===== src/rtl/imm_materializer_if.sv =====
// Request/instruction-stream bundle for imm_materializer: constant + Rd in, instruction words out.
interface imm_materializer_if;
  logic        in_valid;
  logic        in_ready;
  logic [63:0] in_value;
  logic [4:0]  in_rd;
  logic        out_valid;
  logic        out_ready;
  logic [31:0] out_instr;
  logic        out_last;
  logic        busy;

  modport master (
    output in_valid, in_value, in_rd, out_ready,
    input  in_ready, out_valid, out_instr, out_last, busy
  );

  modport slave (
    input  in_valid, in_value, in_rd, out_ready,
    output in_ready, out_valid, out_instr, out_last, busy
  );
endinterface


===== src/rtl/imm_materializer.sv =====
// Turns a 64-bit constant + Rd into the shortest MOVZ/MOVK word sequence (hw[22:21], imm16[20:5], Rd[4:0]).
// Define IMM_MATERIALIZER_MOVN_EN to start mostly-ones constants with MOVN instead of MOVZ.
module imm_materializer #(
  parameter int REG_WIDTH = 64
) (
  input logic clk,
  input logic reset,
  imm_materializer_if.slave bus
);

  localparam int NUM_HW = REG_WIDTH / 16;
  localparam logic [31:0] MOVZ_BASE = (REG_WIDTH == 64) ? 32'hD280_0000 : 32'h5280_0000;
  localparam logic [31:0] MOVK_BASE = (REG_WIDTH == 64) ? 32'hF280_0000 : 32'h7280_0000;
  localparam logic [31:0] MOVN_BASE = (REG_WIDTH == 64) ? 32'h9280_0000 : 32'h1280_0000;

  typedef enum logic {IDLE, EMIT} state_t;

  state_t      state_reg;
  logic [63:0] value_reg;
  logic [4:0]  rd_reg;
  logic [3:0]  pend_reg;
  logic        first_reg;
  logic        inv_reg;
  logic        in_ready_reg;
  logic        out_valid_reg;
  logic [31:0] out_instr_reg;
  logic        out_last_reg;
  logic        busy_reg;

  logic [3:0] hw_active;
  logic [3:0] hw_zero;
  logic [3:0] pend_raw;
  logic [3:0] accept_pend;
  logic [3:0] pend_after;
  logic       use_inv;

  function automatic logic [1:0] low_idx(input logic [3:0] p);
    logic [1:0] idx;
    idx = 2'd0;
    for (int i = 3; i >= 0; i--) begin
      if (p[i]) idx = 2'(i);
    end
    return idx;
  endfunction

  function automatic logic is_single(input logic [3:0] p);
    return (p != 4'b0000) && ((p & (p - 4'd1)) == 4'b0000);
  endfunction

  // First word of an inverted sequence is MOVN and carries the complemented halfword.
  function automatic logic [31:0] encode(input logic first, input logic inv,
                                         input logic [3:0] p, input logic [63:0] val,
                                         input logic [4:0] rd);
    logic [1:0]  idx;
    logic [15:0] imm;
    logic [31:0] base;
    idx  = low_idx(p);
    imm  = val[{idx, 4'b0000} +: 16];
    base = MOVK_BASE;
    if (first) begin
      base = inv ? MOVN_BASE : MOVZ_BASE;
      if (inv) imm = ~imm;
    end
    return base | {9'b0, idx, 21'b0} | {11'b0, imm, 5'b0} | {27'b0, rd};
  endfunction

  genvar gi;
  generate
    for (gi = 0; gi < 4; gi++) begin : g_hw
      assign hw_active[gi] = (gi < NUM_HW);
      assign hw_zero[gi]   = (bus.in_value[gi*16 +: 16] == 16'h0000);
    end
  endgenerate

`ifdef IMM_MATERIALIZER_MOVN_EN
  logic [3:0] hw_ones;
  logic [2:0] count_ones;
  logic [2:0] count_zero;

  function automatic logic [2:0] popcount4(input logic [3:0] v);
    return 3'(v[0]) + 3'(v[1]) + 3'(v[2]) + 3'(v[3]);
  endfunction

  generate
    for (gi = 0; gi < 4; gi++) begin : g_ones
      assign hw_ones[gi] = (bus.in_value[gi*16 +: 16] == 16'hFFFF);
    end
  endgenerate

  assign count_ones = popcount4(hw_active & hw_ones);
  assign count_zero = popcount4(hw_active & hw_zero);
  assign use_inv    = (count_ones > count_zero);
  assign pend_raw   = use_inv ? (hw_active & ~hw_ones) : (hw_active & ~hw_zero);
`else
  assign use_inv  = 1'b0;
  assign pend_raw = hw_active & ~hw_zero;
`endif

  assign accept_pend = (pend_raw == 4'b0000) ? 4'b0001 : pend_raw;
  assign pend_after  = pend_reg & (pend_reg - 4'd1);

  always_ff @(posedge clk) begin
    if (reset) begin
      state_reg     <= IDLE;
      value_reg     <= '0;
      rd_reg        <= '0;
      pend_reg      <= '0;
      first_reg     <= 1'b0;
      inv_reg       <= 1'b0;
      in_ready_reg  <= 1'b1;
      out_valid_reg <= 1'b0;
      out_instr_reg <= '0;
      out_last_reg  <= 1'b0;
      busy_reg      <= 1'b0;
    end else begin
      case (state_reg)
        IDLE: begin
          if (bus.in_valid) begin
            state_reg     <= EMIT;
            value_reg     <= bus.in_value;
            rd_reg        <= bus.in_rd;
            pend_reg      <= accept_pend;
            first_reg     <= 1'b1;
            inv_reg       <= use_inv;
            in_ready_reg  <= 1'b0;
            busy_reg      <= 1'b1;
            out_valid_reg <= 1'b1;
            out_instr_reg <= encode(1'b1, use_inv, accept_pend, bus.in_value, bus.in_rd);
            out_last_reg  <= is_single(accept_pend);
          end
        end
        EMIT: begin
          if (bus.out_ready) begin
            pend_reg  <= pend_after;
            first_reg <= 1'b0;
            if (out_last_reg) begin
              state_reg     <= IDLE;
              in_ready_reg  <= 1'b1;
              busy_reg      <= 1'b0;
              out_valid_reg <= 1'b0;
              out_instr_reg <= '0;
              out_last_reg  <= 1'b0;
            end else begin
              out_instr_reg <= encode(1'b0, inv_reg, pend_after, value_reg, rd_reg);
              out_last_reg  <= is_single(pend_after);
            end
          end
        end
        default: state_reg <= IDLE;
      endcase
    end
  end

  assign bus.in_ready  = in_ready_reg;
  assign bus.out_valid = out_valid_reg;
  assign bus.out_instr = out_instr_reg;
  assign bus.out_last  = out_last_reg;
  assign bus.busy      = busy_reg;

endmodule


===== src/flat_wrapper.sv =====
// flat-port wrapper written by rule: the top's interface ports become plain ports
module imm_materializer_flat 
#(
  parameter int REG_WIDTH = 64
)
  (clk, reset, bus_in_valid, bus_in_value, bus_in_rd, bus_out_ready, bus_in_ready, bus_out_valid, bus_out_instr, bus_out_last, bus_busy);
  imm_materializer_if bus_i ();
  input logic clk;
  input logic reset;
  input wire logic [$bits(bus_i.in_valid)-1:0] bus_in_valid;
  input wire logic [$bits(bus_i.in_value)-1:0] bus_in_value;
  input wire logic [$bits(bus_i.in_rd)-1:0] bus_in_rd;
  input wire logic [$bits(bus_i.out_ready)-1:0] bus_out_ready;
  output wire logic [$bits(bus_i.in_ready)-1:0] bus_in_ready;
  output wire logic [$bits(bus_i.out_valid)-1:0] bus_out_valid;
  output wire logic [$bits(bus_i.out_instr)-1:0] bus_out_instr;
  output wire logic [$bits(bus_i.out_last)-1:0] bus_out_last;
  output wire logic [$bits(bus_i.busy)-1:0] bus_busy;
  assign bus_i.in_valid = bus_in_valid;
  assign bus_i.in_value = bus_in_value;
  assign bus_i.in_rd = bus_in_rd;
  assign bus_i.out_ready = bus_out_ready;
  assign bus_in_ready = bus_i.in_ready;
  assign bus_out_valid = bus_i.out_valid;
  assign bus_out_instr = bus_i.out_instr;
  assign bus_out_last = bus_i.out_last;
  assign bus_busy = bus_i.busy;
  imm_materializer #(.REG_WIDTH(REG_WIDTH)) u_core (.clk(clk), .reset(reset), .bus(bus_i));
endmodule

===== config.mk =====
export PLATFORM = sky130hd
export DESIGN_NAME = imm_materializer_flat
export DESIGN_NICKNAME = d
export VERILOG_FILES = /design/src/rtl/imm_materializer_if.sv /design/src/rtl/imm_materializer.sv /design/src/flat_wrapper.sv
export SDC_FILE = /design/constraint.sdc
export NUM_CORES = 1
export LEC_CHECK = 0
export CAP_MARGIN = 20
export CORE_MARGIN = 4
export CORE_UTILIZATION = 45
export DETAILED_ROUTE_END_ITERATION = 8
export GPL_TIMING_DRIVEN = 0
export MAX_ROUTING_LAYER = met4
export PLACE_DENSITY = 0.72
export SETUP_SLACK_MARGIN = 0.5
export SLEW_MARGIN = 5
export SYNTH_ARGS = -nofsm -noshare
export SYNTH_HDL_FRONTEND = slang
export SYNTH_SLANG_ARGS = --single-unit

===== constraint.sdc =====
create_clock -name clk -period 2.4 [get_ports clk]
set_input_delay 0.6 -clock clk [delete_from_list [all_inputs] [get_ports clk]]
set_output_delay 0.6 -clock clk [all_outputs]
set_load 0.1 [all_outputs]

==> metrics.md, run 1 <==
| Metric | Value |
|---|---|
| Status | `complete, no violations` |
| Cells along the critical path | `dlygate4sd2_1, nand2b_1, clkbuf_2, clkbuf_2, o21ai_0, o31a_1, a31oi_1` |
| LEAKAGE | `0.00285 uW` |
| Ports | `109` |
| Total clock sinks | `102` |
| Clk root buf | `clkbuf_16` |
| CTS max path bufs | `2` |
| Crit path buf inv count | `3` |
| Number of distinct library cells after synthesis | `48` |
| Synth Warn # | `0` |
| Main synth FF type | `dfxtp_1` |
| Slew HR | `52.9%` |
| Final core occ | `64.9%` |
| Wirelength, routed | `19600 microns` |
| Max stage delay on crit path | `0.41 ns` |
| Top cell by count, worst path | `clkbuf_2` |
| Mapped Cells | `665` |
| Worst VDD drop | `683 uV` |
| Reg clk slew, reported paths | `0.07 ns` |
| Min-delay src | `u_core.rd_reg[0]$_SDFFE_PP0P_` |
| Post-layout min period | `1.93 ns` |
| Post-route ant nets | `0` |
| Largest net degree at the start of global routing | `19` |
| Layout cell share with drive strength beyond 1 | `25.3%` |
| Initial DRC count | `762` |
| Area share of the leading cell type in the synthesized netlist | `40.1%` |
| Fmax achieved | `518 MHz` |
| CP required | `2.63 ns` |
| Ys async rst share | `0%` |
| Clock buffer count from CTS | `9` |
| # setup viols final | `0` |
| Routed vias/inst | `5.87` |
| Initial antenna violation count | `0` |
| Pwr/cell area | `670 mW/mm^2` |
| Max reg flops | `64` |
| Reg-to-Reg Start | `u_core.pend_reg[1]$_SDFFE_PP0P_` |
| Hold Slack | `0.450 ns` |
| Most frequent cell after synthesis | `nand2_1` |
| Cell Rows | `38` |
| Netlist Area Pre-Place | `0.00509 sq mm` |
| Total power | `4760 uW` |
| Top cells by count, synth | `147 x nand2_1, 102 x dfxtp_1, 74 x a21oi_1` |
| CP startpoint | `bus_in_valid` |
| GRT overflow | `0` |
| Unrepaired setup endpoints after global routing | `yes` |
| Fin nets | `878` |
| Synthesized area per cell | `7.65 sq um` |
| Ranking of synthesized cells by area | `dfxtp_1 40%, nand2_1 11%, a21oi_1 7.3%` |
| Delay-heaviest family, CP | `buffers and inverters` |
| Vias in the first global route | `5176` |
| Antenna diodes | `0` |
| WL per Instance | `20.7 microns` |
| Setup TNS Final | `0 ns` |
| Final Wtd Congestion | `0.940` |
| Critical path fanouts, max | `10` |
| WP data arrival | `2.16 ns` |
| Worst hold path type | `register to register` |
| Worst Clk Skew | `0.00760 ns` |
| Fin crit share | `80.5%` |
| DR pass1 iterations | `5` |
| Die W | `114 microns` |
| Max Cap Violations | `0` |
| Die Ht | `114 microns` |
| Synth area leader | `dfxtp_1` |
| Clk Latency, worst-skew pair | `0.36 ns` |
| Routed vias | `5574` |
| Hpwl dp | `14600 microns` |
| Final max-slew violation count | `0` |
| Die area | `0.0131 sq mm` |
| CTS H-tree depth | `3` |
| Slowest CP cell | `o21ai_0` |
| Seq/Total Area, Yosys | `40.1%` |
| Area growth syn-to-layout | `39.5%` |
| Initial Util | `46.5%` |
| PortBufs | `103` |
| CTS tree | `yes` |
| DRC violations left | `0` |
| Kind of end point of the critical path | `register` |
| Area of the core | `0.0109 sq mm` |
| Count of final hold-check violations | `0` |
| Flops & latches, synth | `102` |
| Crit start category | `primary input` |
| GRT Overall Usage | `30.6%` |
| Critical setup path kind | `primary input to register` |
| First-pass GRT wire length | `29700 microns` |
| Post-synth EDFFs | `0` |
| Worst Tran Pin Value | `0.706 ns` |
## report_power, final
part	internal [uW]	switching [uW]	leakage, uW
clock network	855	720	0.000152
logic	386	902	0.00185
registers	1810	83.6	0.000842
total	3050	1710	0.00285
## layout make-up
cell class / instances / area (sq um)
clock buffers: 10 / 239
repair buffers: 127 / 1090
plain buffers: 64 / 422
multi-input cells: 500 / 3040
well taps: 140 / 175
inverters: 1 / 3.75
clock inverters: 6 / 75.1
fillers: 991 / 3840
flip-flops and latches: 102 / 2050
## layer usage
metal / up-vias / wire length (microns) / share of wire [%] / GRT usage (%)
li1: 2631 / - / - / -
met1: 2603 / 8580 / 44 / 41.2
met2: 296 / 8820 / 45 / 45.6
met3: 44 / 1770 / 9.0 / 7.29
met4: 0 / 474 / 2.4 / 9.58
met5: - / 0 / 0 / -
## worst min-delay path, cell delays in order, from the launching register on
cell and delay [ns]:
dfxtp_1 0.31, nand2_1 0.05, a21oi_1 0.05
## logic make-up (layout without fill, tap and decap cells)
| group | after synthesis | count (layout) | share of synthesized area, % |
|---|---|---|---|
| AND/OR/NAND/NOR | 273 | 273 | 24.6 |
| AO/OA/AOI/OAI | 222 | 222 | 28.4 |
| flip-flops | 102 | 102 | 40.1 |
| buffers and inverters | 65 | 208 | 6.42 |
| other | 1 | 3 | 0.0737 |
| XOR/XNOR | 1 | 1 | 0.172 |
| multiplexers | 1 | 1 | 0.197 |
## path summary, 6_finish.rpt
check | endpoint | slack, ns | depth (start not counted)
worst min-delay path | u_core.rd_reg[0]$_SDFFE_PP0P_ | 0.45 | 2
worst max-delay path | u_core.bus.out_instr[13]$_SDFFE_PP0P_ | 0.47 | 7
worst min register to register | u_core.rd_reg[0]$_SDFFE_PP0P_ | 0.45 | 2
worst max register to register | u_core.bus.out_instr[11]$_SDFFE_PP0P_ | 0.51 | 8
## layout by cell type (no fill, tap or decap), drive strengths merged, types with 2 or more instances in the layout
| cell type | n |
|---|---|
| o22ai | 5 |
| clkdlybuf4s50 | 5 |
| nor4 | 17 |
| a2111oi | 2 |
| a31oi | 8 |
| dfxtp | 102 |
| o31a | 16 |
| clkbuf | 68 |
| a21oi | 74 |
| nor3 | 26 |
| nand2b | 3 |
| clkdlybuf4s18 | 6 |
| nor2 | 44 |
| dlymetal6s2s | 2 |
| clkdlybuf4s15 | 23 |
| dlygate4sd2 | 26 |
| o21a | 3 |
| o21bai | 7 |
| o21ai | 40 |
| buf | 71 |
| nor2b | 10 |
| a22oi | 19 |
| a311oi | 12 |
| a21o | 16 |
| inv | 4 |
| a21boi | 16 |
| nand2 | 147 |
| conb | 3 |
| and3 | 16 |
| nand4 | 5 |
## per-stage QoR
stage / setup slack, ns / std cells / area, sq um
after floorplan: 0.489 / 667 / 5160
after global placement: -0.588 / 910 / 6370
after detailed placement: -0.618 / 910 / 6370
after CTS: 0.457 / 943 / 6980
after global routing: 0.458 / 950 / 7100
final: 0.469 / 950 / 7100
## repair_timing
| action | CTS | global route |
|---|---|---|
| setup endpoints to repair | 131 | 96 |
| pin swaps | 31 | 33 |
| setup buffers | 16 | 6 |
| cloned | 1 | 1 |
| hold buffers | 0 | 0 |
| gates resized for setup | 294 | 130 |
No activity file was read; power rests on OpenSTA's default activity.
==> run 2: changes to the inputs <==
Clock period 2.4 ns to 1.9 ns, I/O delays scaled along.
==> metrics.md, run 2 (synthesized netlist as in run 1, its figures left out) <==
| Metric | Value |
|---|---|
| Status | `complete, no violations` |
| Gr busiest metal | `met2` |
| Most frequent cells in the layout | `145 x nand2_1, 74 x a21oi_1, 71 x dfxtp_1, 41 x buf_4, 39 x nor2_1` |
| Unrepaired setup endpoints after global routing | `yes` |
| Max Cap Violations | `0 (unchanged)` |
| Initial DRC count | `691 (-9.3%)` |
| GR Layer Usage met2 | `48.0% (+2.5 points)` |
| WP data arrival | `2.08 ns (-0.08 ns)` |
| GRT overflow | `0 (unchanged)` |
| Worst VDD drop | `502 uV (-26%)` |
| WL per Instance | `21.1 microns (+2.0%)` |
| Pwr/cell area | `787 mW/mm^2 (+17%)` |
| Die W | `114 microns (unchanged)` |
| Largest net degree at the start of global routing | `19 (unchanged)` |
| Clock buffer count from CTS | `9 (unchanged)` |
| Final max-slew violation count | `0 (unchanged)` |
| Initial antenna violation count | `0 (unchanged)` |
| # setup viols final | `0 (unchanged)` |
| GRT met3 Usage | `7.45% (+0.16 points)` |
| Fin crit share | `97.0%` |
| Kind of end point of the critical path | `register` |
| LEAKAGE | `0.00313 uW (+9.8%)` |
| GRT Overall Usage | `30.8% (+0.21 points)` |
| Total power | `6180 uW (+30%)` |
| Die area | `0.0131 sq mm (unchanged)` |
| CTS tree | `yes` |
| CTS H-tree depth | `3 (unchanged)` |
| Initial Util | `46.5% (unchanged)` |
| Worst Tran Pin Value | `0.815 ns (+0.109 ns)` |
| Routed vias | `5915 (+6.1%)` |
| DR pass1 iterations | `5 (unchanged)` |
| Final core occ | `71.8% (+6.9 points)` |
| Worst setup margin | `0.0576 ns (-0.411 ns)` |
| Antenna diodes | `0 (unchanged)` |
| Post-CTS Hold Fix Bufs | `0 (unchanged)` |
| Max reg flops | `64 (unchanged)` |
| Area of the core | `0.0109 sq mm (unchanged)` |
| Worst Clk Skew | `0.0107 ns (+0.00306 ns)` |
| DRC violations left | `0 (unchanged)` |
| Clk Latency, worst-skew pair | `0.36 ns (about the same)` |
| Clk root buf | `clkbuf_16` |
| Routed vias/inst | `6.10 (+3.9%)` |
| Critical path fanouts, max | `6 (-4)` |
| Reg clk slew, reported paths | `0.07 ns (about the same)` |
| PortBufs | `103 (unchanged)` |
| Critical setup path kind | `register to register` |
| Hpwl dp | `14100 microns (-3.9%)` |
| Slew HR | `45.7% (-7.2 points)` |
| DP Area | `0.00649 sq mm (+1.8%)` |
| Count of final hold-check violations | `0 (unchanged)` |
| Final Wtd Congestion | `1.01 (+7.2%)` |
| Die Ht | `114 microns (unchanged)` |
| Vias in the first global route | `5616 (+8.5%)` |
| Commonest non-fill, non-tap cell in the layout | `nand2_1` |
| First-pass GRT wire length | `30600 microns (+3.1%)` |
| Met1 Use GR | `39.9% (-1.3 points)` |
| Fin nets | `898 (+2.3%)` |
| Worst hold path type | `primary input to register` |
| Crit start category | `register` |
| DP Worst Slack | `-0.770 ns (-0.152 ns)` |
| Post-route ant nets | `0 (unchanged)` |
| Cell Rows | `38 (unchanged)` |
| Total clock sinks | `102 (unchanged)` |
| Fmax achieved | `543 MHz` |
| Ports | `109 (unchanged)` |
| Wirelength, routed | `20500 microns (+4.2%)` |
| Cell area after layout | `0.00785 sq mm (+11%)` |
| CP required | `2.13 ns (-0.50 ns)` |
| Layout cell share with drive strength beyond 1 | `35.4% (+10 points)` |
| CTS max path bufs | `2 (unchanged)` |
| Area growth syn-to-layout | `54.3%` |
| Post-layout min period | `1.84 ns` |
run 2: cell types whose count changed in the layout (fill, tap and decap cells not counted), moves of 6 or more:
cell,before,now
dlygate4sd2_1,26,1
clkbuf_2,34,15
clkdlybuf4s18_2,6,0
buf_12,2,35
buf_6,15,37
dfxtp_1,95,71
nor4_4,9,15
buf_4,28,41
buf_2,23,35
clkbuf_8,1,8
dfxtp_2,6,25
clkdlybuf4s15_2,17,7
run 2: metal layers:
metal / share of wire, % / wire length [microns]
met1: 38 / 7850
met4: 3.7 / 767
met5: 0 / 0
met3: 11 / 2250
met2: 47 / 9600
run 2: worst paths after layout:
check / slack (ns) / startpoint / to / cells after the start
setup / recovery: 0.06 / u_core.pend_reg[0]$_SDFFE_PP0P_ / u_core.bus.out_instr[10]$_SDFFE_PP0P_ / 6
hold / removal: 0.37 / bus_in_value[2] / u_core.value_reg[2]$_SDFFE_PP0P_ / 3
setup reg to reg: 0.06 / u_core.pend_reg[0]$_SDFFE_PP0P_ / u_core.bus.out_instr[10]$_SDFFE_PP0P_ / 6
hold reg to reg: 0.46 / u_core.rd_reg[4]$_SDFFE_PP0P_ / u_core.rd_reg[4]$_SDFFE_PP0P_ / 2
run 2: timing repair:
item / in CTS / in global routing
resized for setup: 650 / 107
gates cloned: 3 / 3
endpoints found under the setup margin: 131 / 114
pin swaps: 38 / 37
buffers inserted: 22 / 16
run 2: area by class of cell:
| cell class | count | area [sq um] |
|---|---|---|
| plain buffers | 64 | 548 |
| clock buffers | 10 | 229 |
| flip-flops and latches | 102 | 2100 |
| well taps | 140 | 175 |
| inverters | 1 | 3.75 |
| fillers | 800 | 3080 |
| multi-input cells | 500 | 3150 |
| repair buffers | 147 | 1600 |
| clock inverters | 6 | 50.0 |
run 2: per-stage QoR:
stage	hold slack [ns]	instances	setup TNS, ns
floorplan	0.432	667	0
global placement	0.439	910	-49.15
detailed placement	0.446	910	-49.46
CTS	0.365	951	0
global route	0.376	970	-0.0105
finish	0.369	970	0
run 2: critical path: stages (launching register included):
cell and delay, ns:
dfxtp_4 0.37, buf_6 0.13, or3_4 0.38, a31oi_4 0.23, buf_12 0.16, o21ai_1 0.11
a311oi_1 0.35
run 2: report_power, final:
part | total, uW | internal, uW | switching (uW)
Sequential | 2440 | 2300 | 138
Clock | 1800 | 910 | 895
Combinational | 1940 | 750 | 1190
==> run 3: changes to the inputs <==
Settings changed: GPL_TIMING_DRIVEN 0 to default, PLACE_DENSITY 0.72 to 0.77.
==> metrics.md, run 3 (synthesized netlist as in run 1, its figures left out) <==
| Metric | Value |
|---|---|
| DRC violations left | `0 (unchanged)` |
| Cells along the critical path | `or3_4, a31oi_4, buf_4, o21ai_1, a311oi_2` |
| Status | `complete, no violations` |
| Most frequent cells in the layout | `145 x nand2_1, 116 x buf_4, 73 x a21oi_1, 69 x dfxtp_1, 43 x nor2_1` |
| Count of final hold-check violations | `0 (unchanged)` |
| Final max-slew violation count | `0 (unchanged)` |
| PortBufs | `105 (+1.9%)` |
| Initial DRC count | `645 (-6.7%)` |
| Worst VDD drop | `661 uV (+32%)` |
| Clk root buf | `clkbuf_16` |
| GRT overflow | `0 (unchanged)` |
| Hold Slack | `0.455 ns (+0.0854 ns)` |
| Area growth syn-to-layout | `64.0%` |
| CTS H-tree depth | `3 (unchanged)` |
| LEAKAGE | `0.00345 uW (+10%)` |
| Total clock sinks | `102 (unchanged)` |
| Ports | `109 (unchanged)` |
| Post-CTS Hold Fix Bufs | `0 (unchanged)` |
| Fill cell count | `737 (-7.9%)` |
| Worst hold path endpoint | `u_core.rd_reg[1]$_SDFFE_PP0P_` |
| Reg2reg end | `u_core.bus.out_instr[20]$_SDFFE_PP0P_` |
| Area of the core | `0.0109 sq mm (unchanged)` |
| Clk Latency, worst-skew pair | `0.36 ns (about the same)` |
| Die W | `114 microns (unchanged)` |
| Post-route ant nets | `0 (unchanged)` |
| Die Ht | `114 microns (unchanged)` |
| DR pass1 iterations | `5 (unchanged)` |
| Initial antenna violation count | `0 (unchanged)` |
| Final core occ | `76.3% (+4.5 points)` |
| Die area | `0.0131 sq mm (unchanged)` |
| R2r setup slk | `0.12 ns (+0.06 ns)` |
| Min-delay src | `u_core.rd_reg[1]$_SDFFE_PP0P_` |
| Top Layer Used | `met4` |
| Max reg flops | `64 (unchanged)` |
| Unrepaired setup endpoints after global routing | `yes` |
| Worst setup margin | `0.121 ns (+0.0635 ns)` |
| Fmax achieved | `562 MHz (+3.6%)` |
| DR WL met2 | `10000 microns (+4.6%)` |
| GRT Overall Usage | `30.9% (+0.081 points)` |
| First-pass GRT wire length | `30900 microns (+0.74%)` |
| Final Wtd Congestion | `0.965 (-4.2%)` |
| Fin crit share | `93.6% (-3.3 points)` |
| Routed vias | `6160 (+4.1%)` |
| WP data arrival | `2.04 ns (-0.04 ns)` |
| Hpwl dp | `13800 microns (-1.9%)` |
| Worst Reg-to-Reg Cells | `5 (-1)` |
| Antenna diodes | `0 (unchanged)` |
| Commonest non-fill, non-tap cell in the layout | `nand2_1` |
| Max stage delay on crit path | `0.48 ns (+0.10 ns)` |
| Wirelength, routed | `21000 microns (+2.7%)` |
| CTS tree | `yes` |
| Initial Util | `46.5% (unchanged)` |
| Pwr/cell area | `767 mW/mm^2 (-2.6%)` |
| Cell Rows | `38 (unchanged)` |
| CP required | `2.16 ns (+0.03 ns)` |
| Fin nets | `941 (+4.8%)` |
| Critical path fanouts, max | `8 (+2)` |
| Kind of end point of the critical path | `register` |
| Critical setup path kind | `register to register` |
| Hold Path Cell Cnt | `2 (-1)` |
| Vias in the first global route | `5882 (+4.7%)` |
| Max Cap Violations | `0 (unchanged)` |
| FF+latch area | `0.00211 sq mm (+0.84%)` |
| Worst hold path type | `register to register` |
| WL met1 | `8070 microns (+2.8%)` |
| Routed vias/inst | `6.08 (-0.28%)` |
| Multi-input logic area | `0.00311 sq mm (-1.5%)` |
| WL per Instance | `20.8 microns (-1.6%)` |
| Clock buffer count from CTS | `9 (unchanged)` |
| Length of routed met3 wiring | `2140 microns (-5.1%)` |
| Layout cell share with drive strength beyond 1 | `37.3% (+1.9 points)` |
| # setup viols final | `0 (unchanged)` |
| DP Worst Slack | `-0.782 ns (-0.0124 ns)` |
| Reg-to-Reg Start | `u_core.pend_reg[2]$_SDFFE_PP0P_` |
| CTS max path bufs | `2 (unchanged)` |
| Crit start category | `register` |
| Largest net degree at the start of global routing | `46 (+27)` |
| Worst Clk Skew | `0.0143 ns (+0.00366 ns)` |
| Post-layout min period | `1.78 ns (-0.0635 ns)` |
| Reg clk slew, reported paths | `0.07 ns (about the same)` |
| Slowest CP cell | `or3_4` |
-- run 3: through the flow --
step,power [uW],setup TNS (ns),cells,cell area (sq um)
detailed placement,4340,-14.79,965,7470
floorplan,3470,0,667,5280
global route,6590,0,1013,8340
CTS,6270,0,999,8150
finish,6400,0,1013,8340
global placement,4300,-13.41,965,7470
-- run 3: worst max-delay path, delay by kind of cell (launching register included) --
family	cells	cell delay (ns)
DFF	1	0.39
AOI/OAI and AO/OA	3	0.63
buffers and inverters	1	0.19
and+or+nand+nor	1	0.48
-- run 3: report_power, final --
| group | internal [uW] | switching [uW] |
|---|---|---|
| logic | 837 | 1190 |
| registers | 2300 | 151 |
| clock network | 1030 | 896 |
-- run 3: layout make-up --
class,instances,area share (%)
Clock buffer,11,3.16
Timing Repair Buffer,253,31.6
Sequential cell,102,25.3
Tap cell,140,2.10
Inverter,1,0.0450
Multi-Input combinational cell,501,37.2
Clock inverter,5,0.570
-- run 3: worst max-delay path by stage --
stage,startpoint,endpoint
2_1_floorplan,bus_in_value[1],u_core.bus.out_instr[14]$_SDFFE_PP0P_
3_3_place_gp,bus_in_value[19],u_core.bus.out_instr[12]$_SDFFE_PP0P_
3_5_place_dp,bus_in_value[19],u_core.bus.out_last$_SDFFE_PP0P_
4_1_cts,bus_in_value[22],u_core.bus.out_instr[9]$_SDFFE_PP0P_
5_1_grt,u_core.pend_reg[2]$_SDFFE_PP0P_,u_core.bus.out_instr[20]$_SDFFE_PP0P_
6_report,u_core.pend_reg[2]$_SDFFE_PP0P_,u_core.bus.out_instr[20]$_SDFFE_PP0P_
-- run 3: per-layer routing --
metal,track usage [%],up-vias
met5,-,-
met4,10.2,0
met3,5.66,81
met2,50.5,419
met1,38.7,2898
li1,-,2762
-- run 3: what timing repair did --
action	4_1_cts	5_1_grt
pin swaps	38	30
resized for setup	264	58
setup endpoints to repair	126	74
buffers inserted	14	11
gates cloned	4	3
